===== src/rtl/mem_arb_pkg.sv =====
// Shared definitions for the unified-memory port arbiter: FSM encoding, byte-lane constants.
// Latency: n/a (types, constants and one pure helper function).
// Backpressure: n/a.
package mem_arb_pkg;

    typedef enum logic [1:0] {
        IDLE   = 2'd0,
        WAIT_I = 2'd1,
        WAIT_D = 2'd2
    } arb_state_e;

    localparam logic [3:0] BE_WORD   = 4'hF;
    localparam int         LANE_W    = 8;
    localparam int         NUM_LANES = 4;

    // One-hot byte enable for a little-endian lane index.
    function automatic logic [3:0] lane_be(input logic [1:0] lane);
        return 4'b0001 << lane;
    endfunction

endpackage


===== src/rtl/byte_lane_unit.sv =====
// Byte-lane steering: store byte enables/replication and load byte extraction with sign extension.
// Latency: combinational.
// Backpressure: none; pure function of its inputs.
//
// Ports: lane_i (addr[1:0]), byte_i (byte access), wdata_i/rdata_i (raw words),
//        be_o (byte enables), wdata_o (steered store data), rdata_o (extended load data).
module byte_lane_unit
    import mem_arb_pkg::*;
(
    input  logic [1:0]  lane_i,
    input  logic        byte_i,
    input  logic [31:0] wdata_i,
    input  logic [31:0] rdata_i,
    output logic [3:0]  be_o,
    output logic [31:0] wdata_o,
    output logic [31:0] rdata_o
);

    logic [LANE_W-1:0] rd_byte;

    always_comb begin
        rd_byte = rdata_i[{lane_i, 3'b000} +: LANE_W];
        if (byte_i) begin
            be_o    = lane_be(lane_i);
            // Replicating the byte on every lane lets memory pick it up under any enable.
            wdata_o = {NUM_LANES{wdata_i[LANE_W-1:0]}};
            rdata_o = {{(32-LANE_W){rd_byte[LANE_W-1]}}, rd_byte};
        end else begin
            be_o    = BE_WORD;
            wdata_o = wdata_i;
            rdata_o = rdata_i;
        end
    end

endmodule


===== src/rtl/mem_port_arbiter.sv =====
// Arbitrates the single-port unified memory between instruction fetch and data loads/stores.
// Latency: grant and mem_* combinational in cycle T; read rvalid/rdata in T+MEM_LATENCY+1; stores complete in T.
// Backpressure: requests are held until *_gnt; grants only in IDLE, data first unless fetch has starved STARVE_LIMIT times.
//
// Ports: clk/rst (async active-high), halted (blocks new fetch grants),
//        inst_req/addr -> inst_gnt, inst_rvalid/rdata; data_req/we/byte/addr/wdata -> data_gnt, data_rvalid/rdata;
//        mem_en/we/be/addr/wdata -> memory, mem_rdata <- memory; busy = FSM not in IDLE.
module mem_port_arbiter
    import mem_arb_pkg::*;
#(
    parameter int ADDR_W       = 32,
    parameter int DATA_W       = 32,
    parameter int MEM_LATENCY  = 2,
    parameter int STARVE_LIMIT = 4
) (
    input  logic              clk,
    input  logic              rst,
    input  logic              halted,
    input  logic              inst_req,
    input  logic [ADDR_W-1:0] inst_addr,
    output logic              inst_gnt,
    output logic              inst_rvalid,
    output logic [DATA_W-1:0] inst_rdata,
    input  logic              data_req,
    input  logic              data_we,
    input  logic              data_byte,
    input  logic [ADDR_W-1:0] data_addr,
    input  logic [DATA_W-1:0] data_wdata,
    output logic              data_gnt,
    output logic              data_rvalid,
    output logic [DATA_W-1:0] data_rdata,
    output logic              mem_en,
    output logic              mem_we,
    output logic [3:0]        mem_be,
    output logic [ADDR_W-1:0] mem_addr,
    output logic [DATA_W-1:0] mem_wdata,
    input  logic [DATA_W-1:0] mem_rdata,
    output logic              busy
);

    localparam int LAT_W = (MEM_LATENCY > 1) ? $clog2(MEM_LATENCY) : 1;
    localparam int STV_W = (STARVE_LIMIT > 0) ? $clog2(STARVE_LIMIT + 1) : 1;
    localparam logic [LAT_W-1:0] LAT_INIT = LAT_W'(MEM_LATENCY - 1);
    localparam logic [STV_W-1:0] STV_MAX  = STV_W'(STARVE_LIMIT);

    arb_state_e        state_q, state_d;
    logic [LAT_W-1:0]  lat_q, lat_d;
    logic [STV_W-1:0]  starve_q, starve_d;
    logic [1:0]        lane_q, lane_d;
    logic              byte_q, byte_d;
    logic              inst_rvalid_q, data_rvalid_q;
    logic [DATA_W-1:0] inst_rdata_q, data_rdata_q;

    logic              inst_elig, starved, grant_ok, read_done;
    logic [1:0]        lane_sel;
    logic              byte_sel;
    logic [3:0]        lane_be_w;
    logic [DATA_W-1:0] steer_wdata, ext_rdata;
    logic              unused_addr_lsb;

    assign unused_addr_lsb = ^inst_addr[1:0];

    // While a load is in flight the lane unit extracts with the captured
    // attributes; in IDLE it steers the currently requested access.
    assign lane_sel = (state_q == WAIT_D) ? lane_q : data_addr[1:0];
    assign byte_sel = (state_q == WAIT_D) ? byte_q : data_byte;

    byte_lane_unit u_lanes (
        .lane_i  (lane_sel),
        .byte_i  (byte_sel),
        .wdata_i (data_wdata),
        .rdata_i (mem_rdata),
        .be_o    (lane_be_w),
        .wdata_o (steer_wdata),
        .rdata_o (ext_rdata)
    );

    // Grant decision and memory strobes, all in the grant cycle.
    always_comb begin
        inst_elig = inst_req & ~halted;
        starved   = (starve_q == STV_MAX);
        grant_ok  = (state_q == IDLE) & ~rst;
        inst_gnt  = grant_ok & inst_elig & (~data_req | starved);
        data_gnt  = grant_ok & data_req & ~inst_gnt;

        mem_en    = inst_gnt | data_gnt;
        mem_we    = data_gnt & data_we;
        mem_be    = 4'h0;
        mem_addr  = '0;
        mem_wdata = '0;
        if (inst_gnt) begin
            mem_be   = BE_WORD;
            mem_addr = {inst_addr[ADDR_W-1:2], 2'b00};
        end else if (data_gnt) begin
            mem_be   = lane_be_w;
            mem_addr = {data_addr[ADDR_W-1:2], 2'b00};
            if (data_we) begin
                mem_wdata = steer_wdata;
            end
        end
    end

    assign read_done = (lat_q == '0);

    always_comb begin
        state_d  = state_q;
        lat_d    = lat_q;
        lane_d   = lane_q;
        byte_d   = byte_q;
        starve_d = starve_q;

        case (state_q)
            IDLE: begin
                if (inst_gnt) begin
                    state_d = WAIT_I;
                    lat_d   = LAT_INIT;
                end else if (data_gnt && !data_we) begin
                    state_d = WAIT_D;
                    lat_d   = LAT_INIT;
                    lane_d  = data_addr[1:0];
                    byte_d  = data_byte;
                end
            end
            WAIT_I, WAIT_D: begin
                if (read_done) begin
                    state_d = IDLE;
                end else begin
                    lat_d = lat_q - 1'b1;
                end
            end
            default: state_d = IDLE;
        endcase

        // Counts data wins against a waiting fetch; any fetch grant or a
        // cycle without a fetch request resets the streak.
        if (!inst_req || inst_gnt) begin
            starve_d = '0;
        end else if (data_gnt && !starved) begin
            starve_d = starve_q + 1'b1;
        end
    end

    always_ff @(posedge clk or posedge rst) begin
        if (rst) begin
            state_q       <= IDLE;
            lat_q         <= '0;
            starve_q      <= '0;
            lane_q        <= 2'b00;
            byte_q        <= 1'b0;
            inst_rvalid_q <= 1'b0;
            data_rvalid_q <= 1'b0;
            inst_rdata_q  <= '0;
            data_rdata_q  <= '0;
        end else begin
            state_q       <= state_d;
            lat_q         <= lat_d;
            starve_q      <= starve_d;
            lane_q        <= lane_d;
            byte_q        <= byte_d;
            inst_rvalid_q <= 1'b0;
            data_rvalid_q <= 1'b0;
            if (state_q == WAIT_I && read_done) begin
                inst_rvalid_q <= 1'b1;
                inst_rdata_q  <= mem_rdata;
            end
            if (state_q == WAIT_D && read_done) begin
                data_rvalid_q <= 1'b1;
                data_rdata_q  <= ext_rdata;
            end
        end
    end

    assign inst_rvalid = inst_rvalid_q;
    assign inst_rdata  = inst_rdata_q;
    assign data_rvalid = data_rvalid_q;
    assign data_rdata  = data_rdata_q;
    assign busy        = (state_q != IDLE);

endmodule


===== config.mk =====
export PLATFORM = sky130hd
export DESIGN_NAME = mem_port_arbiter
export DESIGN_NICKNAME = d
export VERILOG_FILES = /design/src/rtl/mem_arb_pkg.sv /design/src/rtl/byte_lane_unit.sv /design/src/rtl/mem_port_arbiter.sv
export SDC_FILE = /design/constraint.sdc
export NUM_CORES = 1
export LEC_CHECK = 0
export ABC_AREA = 1
export CAP_MARGIN = 20
export CORE_MARGIN = 2
export CORE_UTILIZATION = 37
export CTS_CLUSTER_DIAMETER = 200
export DETAILED_ROUTE_END_ITERATION = 8
export GPL_TIMING_DRIVEN = 0
export PLACE_DENSITY = 0.81
export SYNTH_ARGS = -nofsm -noshare
export SYNTH_HDL_FRONTEND = slang
export SYNTH_SLANG_ARGS = --single-unit

===== constraint.sdc =====
create_clock -name clk -period 5.7 [get_ports clk]
set_input_delay 1.14 -clock clk [delete_from_list [all_inputs] [get_ports clk]]
set_output_delay 1.14 -clock clk [all_outputs]
set_load 0.005 [all_outputs]

==> results.cfg, run 1 <==
[setup_path]
crit_path_end_kind = primary output
cp_data_arrival_time_ns = 3.83
startpoint_type = input port
crit_path_max_fanout = 52
cp_data_required_time_ns = 4.56
path_class = input port to primary output

[pwr]
p_leak_uw = 0.00352
vdd_drop_max_mv = 0.288
p_total_uw = 3400
p_per_area_nw_per_um2 = 448

[route]
drtAntennaViolNets = 0
wl_met3_um = 1230
drcViolationCount = 0
dr.first_iter.drc_count = 387
top_layer_used = met4
via_count = 5199
routed_wirelength_um = 17900
met2_length_um = 9050
vias_per_cell = 5.21
met1_length_um = 6650
dr.pass1.iters = 5
wl_per_cell_um = 18.0

[timing]
fin_hold_ws_ns = 0.481
finClkSkew_ns = 0.00485
slew_violations = 0
rsz0062_at_grt = false
fin_crit_ns = 4.97
timing.final.crit_share_pct = 87.2
hold_viol_final = 0
setup_tns_ns = 0
timing.fmax_ghz = 0.201
setup_viol = 0

[grt]
grt.overflow.total = 0
grt_max_degree = 53
grt_pass1_vias = 5274
grt_usage_pct = 28.0
grt_first_pass_wirelength_um = 27500
antenna_found_initial = 0

[floorplan]
dieWidth_um = 113
core_area_um2 = 11500
ios = 274
die_h_um = 113
die_area_um2 = 12700
start_util_pct = 38.1
rows = 39

[finish]
finish.instance_area_um2 = 7570
multi_input_comb_area_um2 = 2010
register_area_um2 = 1880
layoutNonFillerInstCount = 997
layout_common_cells = 268 x clkdlybuf4s50_1, 125 x nand2_1, 75 x dfrtp_1
drive_gt1_share_pct = 9.84
antenna_cells = 0
final_nets = 990
num-fill-cells = 956
mostFrequentLayoutCell = clkdlybuf4s50_1
area_growth_syn_to_layout_pct = 73.2

[placed_design]
dp_hpwl_um = 14500
port_buffers = 268
place.gp.congestion = 0.900
dpl_cell_area_um2 = 7270
dp_cells = 981

[cts]
cts.sinks = 75
h-tree-depth = 3
postCtsHoldBufs = 0
clk_latency_ns = 0.34
cts_buffer_depth = 2
cts_setup_buffers = 0
cts_buffers = 9
ctsRootBufferMaster = clkbuf_16
path_clk_slew_ns = 0.06
ctsResizeCount = 0
cts_tree = yes

[synth]
ys_ff_latch = 75
synth.distinct_cells = 26
syn_area_per_cell_um2 = 7.70
syn_area_um2 = 4370
syn_inst = 568
ys_seq_area_share_pct = 42.9
yosys_warnings = 0

[flow_run]
cap_violations = 0

[outcome]
status = complete, no violations

[min_path]
min_path_type = flop to flop
==> cells in the mapped netlist <==
cell | count | area share [%]
o21ai_1 | 3 | 0.34
buf_4 | 6 | 1.0
dfrtp_1 | 75 | 43
xor2_1 | 1 | 0.20
clkbuf_1 | 8 | 0.69
a22o_1 | 30 | 6.0
a21oi_1 | 49 | 5.6
buf_2 | 19 | 2.2
nand2_1 | 125 | 11
nor2_2 | 1 | 0.14
inv_1 | 69 | 5.9
nand2_4 | 4 | 1.0
a21oi_2 | 20 | 4.0
o21ai_0 | 55 | 6.3
o211ai_1 | 1 | 0.17
conb_1 | 1 | 0.086
nand2_2 | 4 | 0.57
a211oi_1 | 1 | 0.17
inv_2 | 5 | 0.43
o21ai_4 | 2 | 0.74
nor2_4 | 2 | 0.51
nor2_1 | 44 | 3.8
nand3_1 | 33 | 3.8
ha_1 | 6 | 1.7
buf_6 | 3 | 0.77
inv_6 | 1 | 0.20
==> area by class of cell <==
class	instances	area share, %
Buffer	36	2.69
Clock buffer	12	3.39
Clock inverter	4	0.644
Inverter	75	3.82
Multi-Input combinational cell	383	26.5
Sequential cell	75	24.8
Tap cell	143	2.36
Timing Repair Buffer	269	35.8
==> metal layers <==
| metal | vias up | GRT usage [%] |
|---|---|---|
| li1 | 2408 | - |
| met1 | 2471 | 32.2 |
| met2 | 266 | 49.4 |
| met3 | 54 | 5.03 |
| met4 | 0 | 15.4 |
| met5 | - | 0 |
==> kinds of logic (layout without fill, tap and decap cells) <==
family,count (synthesis),count (layout),synth area share (%)
AND/OR/NAND/NOR,213,213,20.5
AO/OA/AOI/OAI,161,161,23.3
buffers and inverters,111,396,11.2
flip-flops,75,75,42.9
adder cells (fa/ha/maj),6,6,1.72
other,1,2,0.0857
XOR/XNOR,1,1,0.200
==> final timing paths <==
| check | start | end | slack (ns) | depth (start not counted) |
|---|---|---|---|---|
| max in group asynchronous | rst | inst_rdata[13] | 3.97 | 3 |
| worst min register to register | inst_rdata[2] | inst_rdata[2] | 0.48 | 2 |
| min in group asynchronous | rst | inst_rdata[4] | 1.15 | 2 |
| worst min-delay path | inst_rdata[2] | inst_rdata[2] | 0.48 | 2 |
| worst max register to register | state_q[0] | data_rdata[25] | 3.71 | 8 |
| worst max-delay path | rst | mem_wdata[25] | 0.73 | 11 |
==> worst max-delay path, stage by stage <==
cell and delay [ns]:
clkdlybuf4s50_1 0.46, inv_4 0.29, buf_16 0.29, nand3_1 0.17, inv_1 0.13, nand2_2 0.10
nor2_2 0.14, inv_2 0.09, buf_2 0.19, a21oi_1 0.15, clkdlybuf4s50_1 0.66
==> per-stage QoR <==
step / setup slack, ns / utilization [%]
after floorplan: 0.761 / -
after global placement: -1.16 / 63.1
after detailed placement: 0.679 / 63.4
after CTS: 0.669 / 66.1
after global routing: 0.510 / 66.1
final: 0.728 / 66.1
==> registers in the layout, indices dropped and copies added (netlist names) <==
name / count
inst_rdata: 32
state_q: 2
lat_q: 1
data_rvalid: 1
data_rdata: 32
lane_q: 2
byte_q: 1
inst_rvalid: 1
starve_q: 3
==> where the power goes <==
group	switching (µW)	internal, µW	total [µW]	leakage (µW)
combinational	929	929	1860	0.00249
sequential	163	796	959	0.000872
clock	217	362	579	0.000153
total	1310	2090	3400	0.00352
No activity file was read; power rests on OpenSTA's default activity.
==> run 2, diff against run 1 <==
CORE_ASPECT_RATIO = 0.9   (was not set)
HOLD_SLACK_MARGIN = 0.02   (was not set)
==> run 2 against run 1 <==
  * Hold slack worse by 0.0048 ns
  * Global-route usage up 0.88 points
  * Largest power group unchanged
  * Combinational power about the same
  * Design area about the same
  * Non-clock buffer count down 1
  * Routed wire length up 5.3%
  * Critical endpoint is now mem_wdata[24]
==> results.cfg, run 2 (synthesis gave the netlist of run 1 again) <==
[pwr]
p_per_area_nw_per_um2 = 453
p_leak_uw = 0.00351
vdd_drop_max_mv = 0.219

[grt]
grt.overflow.total = 0
antenna_found_initial = 1
grt_first_pass_wirelength_um = 28400
grt_max_degree = 77
grt_usage_pct = 28.9
grt_pass1_vias = 5066

[cts]
clk_latency_ns = 0.33
cts_tree = yes
cts_setup_buffers = 0
cts.sinks = 75
ctsRootBufferMaster = clkbuf_16
h-tree-depth = 3
cts_buffers = 9
ctsResizeCount = 0
cts_buffer_depth = 2
postCtsHoldBufs = 0
path_clk_slew_ns = 0.06

[flow_run]
cap_violations = 0

[route]
dr.pass1.iters = 6
vias_per_cell = 5.12
wl_per_cell_um = 18.7
drtAntennaViolNets = 0
routed_wirelength_um = 18900
drcViolationCount = 0
via_count = 5163
dr.first_iter.drc_count = 543

[min_path]
min_path_type = flop to flop

[placed_design]
place_ws_ns = 0.348
dp_hpwl_um = 15100
port_buffers = 268
place.gp.congestion = 0.935
dp_cells = 993

[timing]
setup_viol = 0
timing.fmax_ghz = 0.188
finClkSkew_ns = 0.00498
hold_viol_final = 0
setup_tns_ns = 0
maxSlewHeadroom_pct = 37.0
fin_hold_ws_ns = 0.477
fin_crit_ns = 5.33
setup_ws_ns = 0.370
timing.final.crit_share_pct = 93.5
slew_violations = 0
tightest_slew_ns = 0.945
rsz0062_at_grt = false

[setup_path]
startpoint_type = input port
cp_data_arrival_time_ns = 4.19
crit_path_end_kind = primary output
crit_path_max_fanout = 76
path_class = input port to primary output
cp_data_required_time_ns = 4.56

[floorplan]
dieWidth_um = 119
ios = 274
die_area_um2 = 12700
start_util_pct = 38.1
core_area_um2 = 11500
rows = 37
die_h_um = 107

[finish]
mostFrequentLayoutCell = clkdlybuf4s50_1
drive_gt1_share_pct = 9.85
area_growth_syn_to_layout_pct = 73.0
layout_common_cells = 268 x clkdlybuf4s50_1, 125 x nand2_1, 75 x dfrtp_1
antenna_cells = 0
num-fill-cells = 973
layoutNonFillerInstCount = 1009
final_nets = 989
fin_util_pct = 65.9

[outcome]
status = complete, no violations
==> run 2: cell type report <==
| type | count | area (µm²) | share of cell area, % |
|---|---|---|---|
| buffer | 36 | 204 | 2.70 |
| clock buffer | 10 | 239 | 3.16 |
| clock inverter | 6 | 70.1 | 0.926 |
| inverter | 75 | 289 | 3.82 |
| multi-input combinational | 383 | 2010 | 26.6 |
| sequential | 75 | 1880 | 24.8 |
| tap | 156 | 195 | 2.58 |
| timing repair buffer | 268 | 2680 | 35.4 |
==> run 2: final timing paths <==
| kind | cells after the start | from | end | slack, ns |
|---|---|---|---|---|
| max reg2reg | 8 | state_q[0] | data_rdata[22] | 3.74 |
| min in group asynchronous | 2 | rst | starve_q[1] | 1.46 |
| max in group asynchronous | 2 | rst | data_rdata[12] | 3.62 |
| max | 10 | rst | mem_wdata[24] | 0.37 |
| min reg2reg | 2 | inst_rdata[2] | inst_rdata[2] | 0.48 |
| min | 2 | inst_rdata[2] | inst_rdata[2] | 0.48 |
==> run 2: critical path, stage by stage <==
cell and delay, ns:
clkdlybuf4s50_1 0.50, inv_4 0.71, nand3_1 0.28, inv_1 0.21
nand2_2 0.10, nor2_2 0.17, inv_2 0.08, buf_2 0.19
a21oi_1 0.19, clkdlybuf4s50_1 0.60
==> run 2: per-layer routing <==
layer  global-route usage, %  wire [µm]
met1                    40.3       8160
met2                    43.6       8510
met3                    7.39       1520
met4                    10.3        659
met5                       0          8
==> run 2: stage by stage <==
stage          power (µW)  cell area (µm²)
6_report             3430             7570
5_1_grt              3650             7570
4_1_cts              3420             7570
3_5_place_dp         2820             7260
3_3_place_gp         2750             7260
2_1_floorplan        1840             4380
==> run 2: power breakdown <==
| part | switching, µW | leakage, µW | total, µW | internal, µW |
|---|---|---|---|---|
| clock network | 235 | 0.000154 | 590 | 356 |
| logic | 944 | 0.00248 | 1870 | 927 |
| registers | 168 | 0.000872 | 964 | 796 |
